$ cat src/rtl/execute_stage_pipelined.sv
// Registered EX stage: single-cycle ALU ops (latency 1) and an iterative shift-add multiplier (latency DATA_W+1).
// A single-entry output register holds its result until out_ready; in_ready drops while it is full or while a multiply runs.
module execute_stage_pipelined #(
  parameter int DATA_W = 16,
  parameter int REG_W  = 3
) (
  input  logic              clk,
  input  logic              rst,
  input  logic              flush,
  input  logic              in_valid,
  output logic              in_ready,
  input  logic [DATA_W-1:0] pc_plus,
  input  logic [DATA_W-1:0] read_data_1,
  input  logic [DATA_W-1:0] read_data_2,
  input  logic [DATA_W-1:0] sign_ext_imm,
  input  logic [REG_W-1:0]  rt,
  input  logic [REG_W-1:0]  rd,
  input  logic              reg_dst,
  input  logic              alu_src,
  input  logic [1:0]        alu_op,
  output logic              out_valid,
  input  logic              out_ready,
  output logic [DATA_W-1:0] alu_result,
  output logic [DATA_W-1:0] branch_target,
  output logic              zero,
  output logic              overflow,
  output logic [REG_W-1:0]  dest_reg,
  output logic              busy
);

  localparam int CNT_W = $clog2(DATA_W + 1);

  typedef enum logic {S_IDLE, S_MUL} state_t;

  state_t              state, state_nxt;
  logic [CNT_W-1:0]    cnt;
  logic [DATA_W-1:0]   mcand, mplier, acc, acc_nxt;
  logic [DATA_W-1:0]   pend_bt;
  logic [REG_W-1:0]    pend_dest;

  logic [DATA_W-1:0]   op_b, neg_b, sum, diff, alu_res, bt_calc;
  logic [3:0]          func;
  logic                alu_ovf, is_mul, accept, mul_done;
  logic [REG_W-1:0]    dest_sel;

  assign op_b     = alu_src ? sign_ext_imm : read_data_2;
  assign func     = sign_ext_imm[3:0];
  assign neg_b    = ~op_b + DATA_W'(1);
  assign sum      = read_data_1 + op_b;
  assign diff     = read_data_1 + neg_b;
  assign bt_calc  = pc_plus + {sign_ext_imm[DATA_W-2:0], 1'b0};
  assign dest_sel = reg_dst ? rd : rt;
  assign is_mul   = (alu_op == 2'b10) && (func == 4'd6);

  assign in_ready = (state == S_IDLE) && (!out_valid || out_ready);
  assign busy     = (state == S_MUL);
  assign accept   = in_valid && in_ready && !flush;
  assign mul_done = (state == S_MUL) && (cnt == CNT_W'(DATA_W - 1));
  assign acc_nxt  = acc + (mplier[0] ? mcand : '0);

  always_comb begin
    alu_res = '0;
    alu_ovf = 1'b0;
    unique case (alu_op)
      2'b00: begin
        alu_res = sum;
        alu_ovf = (read_data_1[DATA_W-1] == op_b[DATA_W-1]) && (sum[DATA_W-1] != read_data_1[DATA_W-1]);
      end
      2'b01: begin
        alu_res = diff;
        alu_ovf = (read_data_1[DATA_W-1] == neg_b[DATA_W-1]) && (diff[DATA_W-1] != read_data_1[DATA_W-1]);
      end
      2'b11: alu_res = read_data_1 | op_b;
      default: begin
        case (func)
          4'd0: begin
            alu_res = sum;
            alu_ovf = (read_data_1[DATA_W-1] == op_b[DATA_W-1]) && (sum[DATA_W-1] != read_data_1[DATA_W-1]);
          end
          4'd1: begin
            alu_res = diff;
            alu_ovf = (read_data_1[DATA_W-1] == neg_b[DATA_W-1]) && (diff[DATA_W-1] != read_data_1[DATA_W-1]);
          end
          4'd2: alu_res = read_data_1 & op_b;
          4'd3: alu_res = read_data_1 | op_b;
          4'd4: alu_res = {{(DATA_W-1){1'b0}}, ($signed(read_data_1) < $signed(op_b))};
          4'd5: alu_res = ~(read_data_1 | op_b);
          4'd7: alu_res = read_data_1 >> 1;
          default: alu_res = '0;
        endcase
      end
    endcase
  end

  always_comb begin
    state_nxt = state;
    case (state)
      S_IDLE: if (accept && is_mul) state_nxt = S_MUL;
      S_MUL:  if (mul_done) state_nxt = S_IDLE;
      default: state_nxt = S_IDLE;
    endcase
    if (flush) state_nxt = S_IDLE;
  end

  always_ff @(posedge clk) begin
    if (rst) state <= S_IDLE;
    else     state <= state_nxt;
  end

  always_ff @(posedge clk) begin
    if (rst) begin
      out_valid     <= 1'b0;
      alu_result    <= '0;
      branch_target <= '0;
      zero          <= 1'b0;
      overflow      <= 1'b0;
      dest_reg      <= '0;
      cnt           <= '0;
      mcand         <= '0;
      mplier        <= '0;
      acc           <= '0;
      pend_bt       <= '0;
      pend_dest     <= '0;
    end else begin
      if (flush) begin
        out_valid <= 1'b0;
      end else if (accept && !is_mul) begin
        out_valid     <= 1'b1;
        alu_result    <= alu_res;
        branch_target <= bt_calc;
        zero          <= (alu_res == '0);
        overflow      <= alu_ovf;
        dest_reg      <= dest_sel;
      end else if (mul_done) begin
        out_valid     <= 1'b1;
        alu_result    <= acc_nxt;
        branch_target <= pend_bt;
        zero          <= (acc_nxt == '0);
        overflow      <= 1'b0;
        dest_reg      <= pend_dest;
      end else if (out_valid && out_ready) begin
        out_valid <= 1'b0;
      end

      // Multiplier consumes one multiplier bit per cycle, LSB first.
      if (accept && is_mul) begin
        mcand     <= read_data_1;
        mplier    <= op_b;
        acc       <= '0;
        cnt       <= '0;
        pend_bt   <= bt_calc;
        pend_dest <= dest_sel;
      end else if (state == S_MUL) begin
        acc    <= acc_nxt;
        mcand  <= mcand << 1;
        mplier <= mplier >> 1;
        cnt    <= cnt + CNT_W'(1);
      end
    end
  end

endmodule

$ cat config.mk
export PLATFORM = sky130hd
export DESIGN_NAME = execute_stage_pipelined
export DESIGN_NICKNAME = d
export VERILOG_FILES = /design/src/rtl/execute_stage_pipelined.sv
export SDC_FILE = /design/constraint.sdc
export NUM_CORES = 1
export LEC_CHECK = 0
export BUFFER_PORTS_ARGS = -buffer_cell sky130_fd_sc_hd__buf_4
export CELL_PAD_IN_SITES_DETAIL_PLACEMENT = 0
export CELL_PAD_IN_SITES_GLOBAL_PLACEMENT = 1
export CORE_MARGIN = 2
export CORE_UTILIZATION = 40
export DETAILED_ROUTE_END_ITERATION = 8
export HOLD_SLACK_MARGIN = 0.03
export PLACE_DENSITY = 0.84
export SLEW_MARGIN = 30
export SYNTH_ARGS = -nofsm -noshare
export SYNTH_HDL_FRONTEND = slang
export SYNTH_SLANG_ARGS = --single-unit
$ cat constraint.sdc
create_clock -name clk -period 4.7 [get_ports clk]
set_clock_uncertainty 0.05 [all_clocks]
set_input_delay 0.94 -clock clk [delete_from_list [all_inputs] [get_ports clk]]
set_output_delay 0.94 -clock clk [all_outputs]
set_load 0.01 [all_outputs]
After elaboration in Yosys (flattened, before gate mapping)
Index checks and enable logic that the tools add are counted.
{ "word_totals": {"regBits": 111, "latch_bits": 0, "ram_bits": 0, "mem_bits_ro": 0, "in_bits": 79, "mem_count": 0} }
{ "classes": {"addsub": 6, "n_mul": 0, "div": 0, "magnitude_cmp": 1, "n_eq_ne": 15, "shift": 0, "n_mux": 27, "bitwise_logic": 6, "n_reduce_logical": 24} }
{ "op_table": {"columns": ["op", "count"], "rows": [
  ["16-bit two-way mux", 10],
  ["16-bit case mux with 7 select lines", 1],
  ["16-bit adder", 4],
  ["16-bit case mux with 3 select lines", 1],
  ["16-bit zero test", 2],
  ["16-bit NOT", 2],
  ["16-bit by 1-bit adder with 16-bit output (second input constant)", 1],
  ["16-bit bitwise AND", 1],
  ["4-bit by 3-bit == test with 1-bit output (second input constant)", 4],
  ["16-bit less-than comparator", 1],
  ["16-bit OR", 1],
  ["1-bit logical AND", 10],
  ["1-bit two-way mux", 9],
  ["3-bit two-way mux", 3],
  ["4-bit by 2-bit == test with 1-bit output (second input constant)", 2],
  ["5-bit by 1-bit adder with 5-bit output (second input constant)", 1],
  ["5-bit by 4-bit == test with 1-bit output (second input constant)", 1],
  ["2-bit == test (second input constant)", 2],
  ["4-bit by 1-bit == test with 1-bit output (second input constant)", 1],
  ["4-bit zero test", 1],
  ["1-bit case mux with 2 select lines", 2],
  ["2-bit nonzero test", 2],
  ["2-bit OR reduction", 2],
  ["1-bit zero test", 3],
  ["other kinds (9)", 12]
]} }

Longest topological paths before layout
Gate-level depths: netlist of run 1.
{ "depth": {"word_depth": 9, "depth_mapped": 21, "depth_no_buf": 17} }

Least setup slack after synthesis of run 1
Ideal clock, no wire load.
{ "synth_timing": {"path_type": "input to register", "from": "input alu_src", "to": "register zero", "setup_time_ns": 0.060, "arrival_ns": 4.938, "t_required_ns": 4.590, "slack_ns": -0.348, "path_stages": 20, "path_cell_list": "buf_2 > buf_2 > buf_1 > mux2_2 > inv_1 > ha_1 > nand4_1 > nor2_1 > xnor2_1 > ha_1 > a21oi_1 > o211ai_1 > a221oi_1 > o211ai_1 > and2_1 > xnor2_1 > a22oi_1 > clkinv_1 > nor4_2 > a311o_1"} }
{ "synth_between": {"elab_chain_cells": 8, "elab_cells_between_ends": 13} }
{ "synth_rtl": {"columns": ["item", "line_no", "text"], "rows": [
  ["start: declaration", "19", "input logic alu_src,"],
  ["16-bit two-way mux (*)", "46", "assign op_b = alu_src ? sign_ext_imm : read_data_2;"],
  ["16-bit NOT", "48", "assign neg_b = ~op_b + DATA_W'(1);"],
  ["16-bit by 1-bit adder with 16-bit output", "48", null],
  ["16-bit adder", "50", "assign diff = read_data_1 + neg_b;"],
  ["16-bit case mux with 7 select lines", "75", "case (func)"],
  ["16-bit case mux with 3 select lines (*)", "64", "unique case (alu_op)"],
  ["16-bit zero test (*)", "131", "zero <= (alu_res == '0);"],
  ["1-bit two-way mux (*)", "127", "end else if (accept && !is_mul) begin"],
  ["end signal: assignment", "131", null],
  ["end signal: assignment", "138", "zero <= (acc_nxt == '0);"],
  ["end: declaration", "25", "output logic zero,"]
]} }
Mark *: on every way between the ends. The rest lies on a longest branch, timed or not.
A chain may end at the register's enable or synchronous reset.

Final worst setup path of run 1
Same ends and word-level chain as after synthesis.

==> results.toml, run 1 <==
[layout]
finalInstanceArea_um2 = 11400
finalNonFillerCells = 1676
drive_gt1_share_pct = 16.8
final_cell_mix = "buf_4, nor2_1, nand2_1"
n_antenna_cell = 0
fillers = 2434
nets = 1545
area_delta_synth_final_pct = 18.6
layout_commonest_cell = "buf_4"

[global_route]
grt_pass1_wl_mm = 51.1
use_met1_pct = 34.0
antenna_found_initial = 0
met3_usage_pct = 4.09
grt_max_degree = 90
grt_use_total_pct = 25.1
grt_use_met2_pct = 42.4
busiest_layer = "met2"
grt_pass1_vias = 9146
overflow = 0

[setup_path]
worstPathMaxFanout = 9
start_kind = "input port"
worstPathRequired_ns = 4.96
cp-end-kind = "register"
critPathKind = "input port to register"
cp.arrival_ns = 4.71

[job]
max_cap_viol_count = 0

[die]
die_x_um = 159
core-area_um2 = 23500
pin_count = 119
die_y_um = 159
rows = 56
fp.dieArea_um2 = 25300
start_util_pct = 40.8

[pwr]
p_leak_nw = 4.77
powerDensity_nw_per_um2 = 241
vdd_drop_max_uv = 161

[sta]
grt_setup_unrepaired = "false"
worst_slew_pin_slew_ns = 0.985
period_needed_ns = 4.45
max_freq_mhz = 225
timing.slew.headroom_pct = 33.8
period_share_pct = 94.7
setup_viol = 0
hold_viol = 0
maxSlewViolCount = 0

[cts]
clk_pin_slew_ns = 0.08
cts-root-buf = "clkbuf_16"
numCtsBuffers = 9
clock_latency_ns = 0.37
cts_tree = "done"
clockBufferDepth = 2
h-tree-depth = 3
cts_sinks = 111

[synthesis]
synth_compound_area_share_pct = 24.8
ys_seq_area_share_pct = 23.1
ys_top_cells_by_area = "dfxtp_1, ha_1, a21oi_1"
synth.avg_cell_area_um2 = 7.79
synthFlopType = "dfxtp_1"
synth_top_area_share_pct = 23.1
synth-edff-count = 0
ys_warn_count = 0
async_reset_ff_share_pct = 0
synth_fa_ha_area_share_pct = 15.1
synth_seq_cells = 111
syn_nets = 1428
ys_types = 76
synth_xor_xnor_area_share_pct = 5.92
synthSimpleGateAreaFrac_pct = 20.8
yosysTopAreaCell = "dfxtp_1"
synth_top_family_by_area = "compound AO/OA/AOI/OAI gates"
synth_mux_area_share_pct = 5.23
syn_inst = 1235
syn_area_um2 = 9620

[placement]
hpwlAfterDp_mm = 25.7
placedCellCount = 1658
port_buffers = 118
gp_congestion = 0.963
place_area_um2 = 11000

[route]
firstDrtPassIters = 5
wirelength_mm = 32.7
wire_per_inst_um = 19.5
drc_errors = 0
via_per_inst = 5.74
routed-via-count = 9618
final_antenna_net_count = 0
drt_iter0_drc = 580

[status]
status = "finished, final reports clean"

[hold_path]
hold_path_class = "register to register"
-- area by class of cell --
type / instances / area (um2) / share of cell area [%]
multi-input cells: 1002 / 6950 / 60.9
flip-flops and latches: 111 / 2220 / 19.5
repair buffers: 169 / 1290 / 11.3
well taps: 319 / 399 / 3.50
clock buffers: 9 / 225 / 1.98
inverters: 59 / 221 / 1.94
clock inverters: 7 / 96.3 / 0.845
-- metrics by stage --
| stage | util, % | hold slack, ns | setup WS, ns | TNS [ns] | power [mW] |
|---|---|---|---|---|---|
| finish | 48.4 | 0.411 | 0.248 | 0 | 2.75 |
| global route | 48.4 | 0.429 | 0.0145 | 0 | 2.89 |
| CTS | 48.3 | 0.411 | 0.295 | 0 | 2.75 |
| detailed placement | 46.9 | 0.399 | -0.0743 | -0.0743 | 1.93 |
| global placement | 46.9 | 0.393 | 0.0172 | 0 | 1.93 |
| floorplan | - | 0.382 | 0.0254 | 0 | 1.58 |
-- cell usage after synthesis, types with 4 or more instances --
cell and instances:
a211oi_1 15, a21o_1 12, a21oi_1 111, a221oi_1 18, a22oi_1 39, a31oi_1 9, a32oi_1 5, and2_1 20
and3_1 11, buf_1 4, buf_2 13, clkbuf_1 45, dfxtp_1 111, fa_1 4, ha_1 110, inv_1 58
mux2_2 10, mux2i_1 39, nand2_1 121, nand2b_1 7, nand3_1 16, nand3b_1 5, nand4_1 7, nor2_1 133
nor2b_1 21, nor3_1 26, nor3b_1 7, nor4_1 9, nor4b_1 5, o2111ai_1 4, o211ai_1 13, o21a_1 10
o21ai_0 38, o21ai_1 8, o21bai_1 6, o221a_2 6, o22ai_1 23, or2_2 7, or3_1 9, or3b_1 4
xnor2_1 49, xor2_1 16
-- per-layer routing --
metal,vias up,part of all wire [%]
met2,293,47
met5,-,0
li1,4707,-
met3,28,5.7
met1,4590,46
met4,0,1.4
-- worst max-delay path, cell delays in order --
cell and delay, ns:
buf_4 0.17, mux2_2 0.39, inv_1 0.09, ha_2 0.20, nand4_1 0.17, buf_4 0.21
nor3_2 0.20, xnor2_1 0.14, ha_1 0.31, a21o_1 0.23, a221oi_2 0.39, o211ai_1 0.17
and2_1 0.19, xnor2_1 0.12, a22oi_1 0.25, clkinv_1 0.12, nor4_2 0.28, a311o_1 0.13
-- where the power goes --
| part | internal (mW) | switching [mW] |
|---|---|---|
| combinational | 0.400 | 0.553 |
| sequential | 0.963 | 0.0160 |
| clock | 0.394 | 0.424 |
-- path summary, 6_finish.rpt --
check | start | to | slack (ns) | depth (start not counted)
worst min register to register | pend_bt[8] | pend_bt[8] | 0.41 | 2
worst max-delay path | alu_src | zero | 0.25 | 18
worst min-delay path | pend_bt[8] | pend_bt[8] | 0.41 | 2
worst max register to register | mplier[0] | zero | 0.81 | 14
-- what timing repair did --
item | in CTS | in global routing
resized for setup | 0 | 0
hold buffers | 0 | 0
buffers inserted | 0 | 1
setup endpoints to repair | 0 | 1
-- kinds of logic (layout without fill, tap and decap cells) --
kind of cell               count (synthesis)  count (layout)
AOI/OAI and AO/OA                        356             356
xor gates and xnor gates                  65              65
adders and majority gates                114             114
buffers and inverters                    122             244
DFF                                      111             111
muxes                                     49              49
and+or+nand+nor                          418             418
(Power assumes the default switching activity.)
==> run 2, diff against run 1 <==
--- a/config.mk
+++ b/config.mk
@@ -5,11 +5,12 @@
 export SDC_FILE = /design/constraint.sdc
 export NUM_CORES = 1
 export LEC_CHECK = 0
+export ABC_AREA = 1
 export BUFFER_PORTS_ARGS = -buffer_cell sky130_fd_sc_hd__buf_4
 export CELL_PAD_IN_SITES_DETAIL_PLACEMENT = 0
 export CELL_PAD_IN_SITES_GLOBAL_PLACEMENT = 1
 export CORE_MARGIN = 2
-export CORE_UTILIZATION = 40
+export CORE_UTILIZATION = 38
 export DETAILED_ROUTE_END_ITERATION = 8
 export HOLD_SLACK_MARGIN = 0.03
 export PLACE_DENSITY = 0.84
==> results.toml, run 2 <==
[status]
status = "finished, final reports clean"

[setup_path]
worstPathRequired_ns = 4.94
crit_end = "zero"
r2r_cells = 8
r2r_start = "busy"
r2r_setup_slack_ns = 1.07
crit_start = "alu_src"
start_kind = "input port"
cp-end-kind = "register"
worstPathMaxFanout = 9
cp.arrival_ns = 4.52
critPathKind = "input port to register"
r2r_end = "branch_target[10]"

[synthesis]
synth_compound_area_share_pct = 14.8
synthFlopType = "dfxtp_1"
yosysTopAreaCell = "dfxtp_1"
synth_most_common_cell = "nand2_1"
synth_xor_xnor_area_share_pct = 2.79
ys_top_cells_by_area = "dfxtp_1, nand2_1, ha_1"
synth_top_family_by_area = "simple AND/OR/NAND/NOR gates"
synth_mux_area_share_pct = 0
ys_warn_count = 0
syn_area_um2 = 10400
ys_seq_area_share_pct = 21.4
synthSimpleGateAreaFrac_pct = 35.9
synthTopCellsByCount = "nand2_1, inv_1, nor2_1, nand3_1, dfxtp_1"
synth_seq_cells = 111
synth_top_area_share_pct = 21.4
syn_inst = 1648
synth-edff-count = 0
synth_fa_ha_area_share_pct = 14.1
syn_nets = 1841
ys_types = 54
async_reset_ff_share_pct = 0
synth.avg_cell_area_um2 = 6.29

[global_route]
overflow = 0
grt_use_total_pct = 26.7
grt_max_degree = 64
antenna_found_initial = 0
grt_pass1_wl_mm = 59.7
grt_pass1_vias = 10610

[layout]
finalInstanceArea_um2 = 12000
multiInputGateArea_um2 = 7010
layout_commonest_cell = "nand2_1"
regArea_um2 = 2220
nets = 1954
area_delta_synth_final_pct = 15.9
final_cell_mix = "nand2_1, inv_1, nor2_1"
drive_gt1_share_pct = 13.0
n_antenna_cell = 0
fillers = 2928

[die]
die_y_um = 169
core-area_um2 = 26900
rows = 60
fp.dieArea_um2 = 28600
start_util_pct = 38.6
pin_count = 119
die_x_um = 169

[sta]
period_needed_ns = 4.27
setup_viol = 0
whs_ns = 0.401
maxSlewViolCount = 0
max_freq_mhz = 234
fin_setup_tns_ns = 0
hold_viol = 0
period_share_pct = 90.9
timing.slew.headroom_pct = 32.2
grt_setup_unrepaired = "false"
worst_slew_pin_slew_ns = 1.02

[cts]
cts_tree = "done"
cts_sinks = 111
cts_resized = 0
clockBufferDepth = 2
post_cts_buffers = 0
numCtsBuffers = 9
h-tree-depth = 3
clock_latency_ns = 0.36
cts-root-buf = "clkbuf_16"
clk_pin_slew_ns = 0.08
cts_hold_buf = 0

[hold_path]
hold_path_class = "register to register"

[route]
wire_per_inst_um = 18.3
drt_iter0_drc = 1178
firstDrtPassIters = 7
final_antenna_net_count = 0
drc_errors = 0
wirelength_mm = 38.5
routed-via-count = 11282
via_per_inst = 5.35

[placement]
gp_congestion = 1.01
port_buffers = 118
place_area_um2 = 11700
hpwlAfterDp_mm = 30.7

[job]
max_cap_viol_count = 0

[pwr]
vdd_drop_max_uv = 222
p_leak_nw = 6.15
powerDensity_nw_per_um2 = 231
-- run 2: changes by cell type in the layout (fill, tap and decap cells not counted), moves of 20 or more --
cell / previous run / this run
a21oi_1: 110 / 78
a22oi_1: 39 / 0
and2_1: 20 / 0
inv_1: 57 / 233
mux2i_1: 39 / 0
nand2_1: 121 / 441
nand3_1: 16 / 136
nor2_1: 129 / 177
nor2b_1: 21 / 0
xnor2_1: 49 / 8
-- run 2: metrics by stage --
stage	instances	power (mW)	util [%]	setup slack, ns
final	2107	2.77	44.7	0.426
after global routing	2107	2.92	44.7	0.0381
after CTS	2107	2.77	44.7	0.457
after detailed placement	2091	1.95	43.6	0.114
after global placement	2091	1.95	43.6	0.190
after floorplan	1648	1.60	-	0.620
-- run 2: worst max-delay path: stages --
cell and delay [ns]:
buf_4 0.17, o21ai_2 0.24, ha_1 0.25, nand3_1 0.18, nor2_1 0.13, nand2_1 0.12
nor3_1 0.21, nand3_1 0.18, nor2_1 0.15, xor2_1 0.15, inv_1 0.06, ha_1 0.37
nand4_1 0.13, or2_2 0.30, nand3_1 0.18, nand3_2 0.12, nand3_2 0.08, nand2_1 0.07
a21oi_2 0.13, nand3_1 0.08, nor2_1 0.13, nor2_1 0.06, nor2_1 0.07
-- run 2: logic make-up after synthesis --
family	after synthesis
simple gates	853
fa+ha+maj	114
compound gates	244
buf+inv	293
flops	111
xor+xnor	33
-- run 2: area by class of cell --
cell class | instances | area share (%)
repair buffers | 151 | 9.43
clock inverters | 7 | 0.718
clock buffers | 9 | 1.87
inverters | 244 | 7.62
well taps | 341 | 3.55
flip-flops and latches | 111 | 18.5
multi-input cells | 1244 | 58.3
-- run 2: worst min-delay path by stage --
stage | start | slack (ns) | end | cells after the start
6_report | pend_dest[1] | 0.40 | dest_reg[1] | 2
5_1_grt | pend_bt[11] | 0.43 | pend_bt[11] | 2
4_1_cts | pend_dest[1] | 0.40 | dest_reg[1] | 2
3_5_place_dp | pend_dest[0] | 0.39 | dest_reg[0] | 2
3_3_place_gp | pend_bt[3] | 0.39 | branch_target[3] | 2
2_1_floorplan | pend_dest[0] | 0.38 | dest_reg[0] | 2
-- run 2: layer usage --
layer	vias to the layer above	GRT usage (%)	wire length, um
met3	58	3.31	2260
li1	5591	-	-
met5	-	0	0
met2	405	43.3	17300
met1	5228	37.0	17800
met4	0	7.92	1120
-- run 2: where the power goes --
group          internal [mW]  switching, mW
clock network          0.428          0.392
logic                  0.341          0.636
registers              0.962         0.0162
total                   1.73           1.04
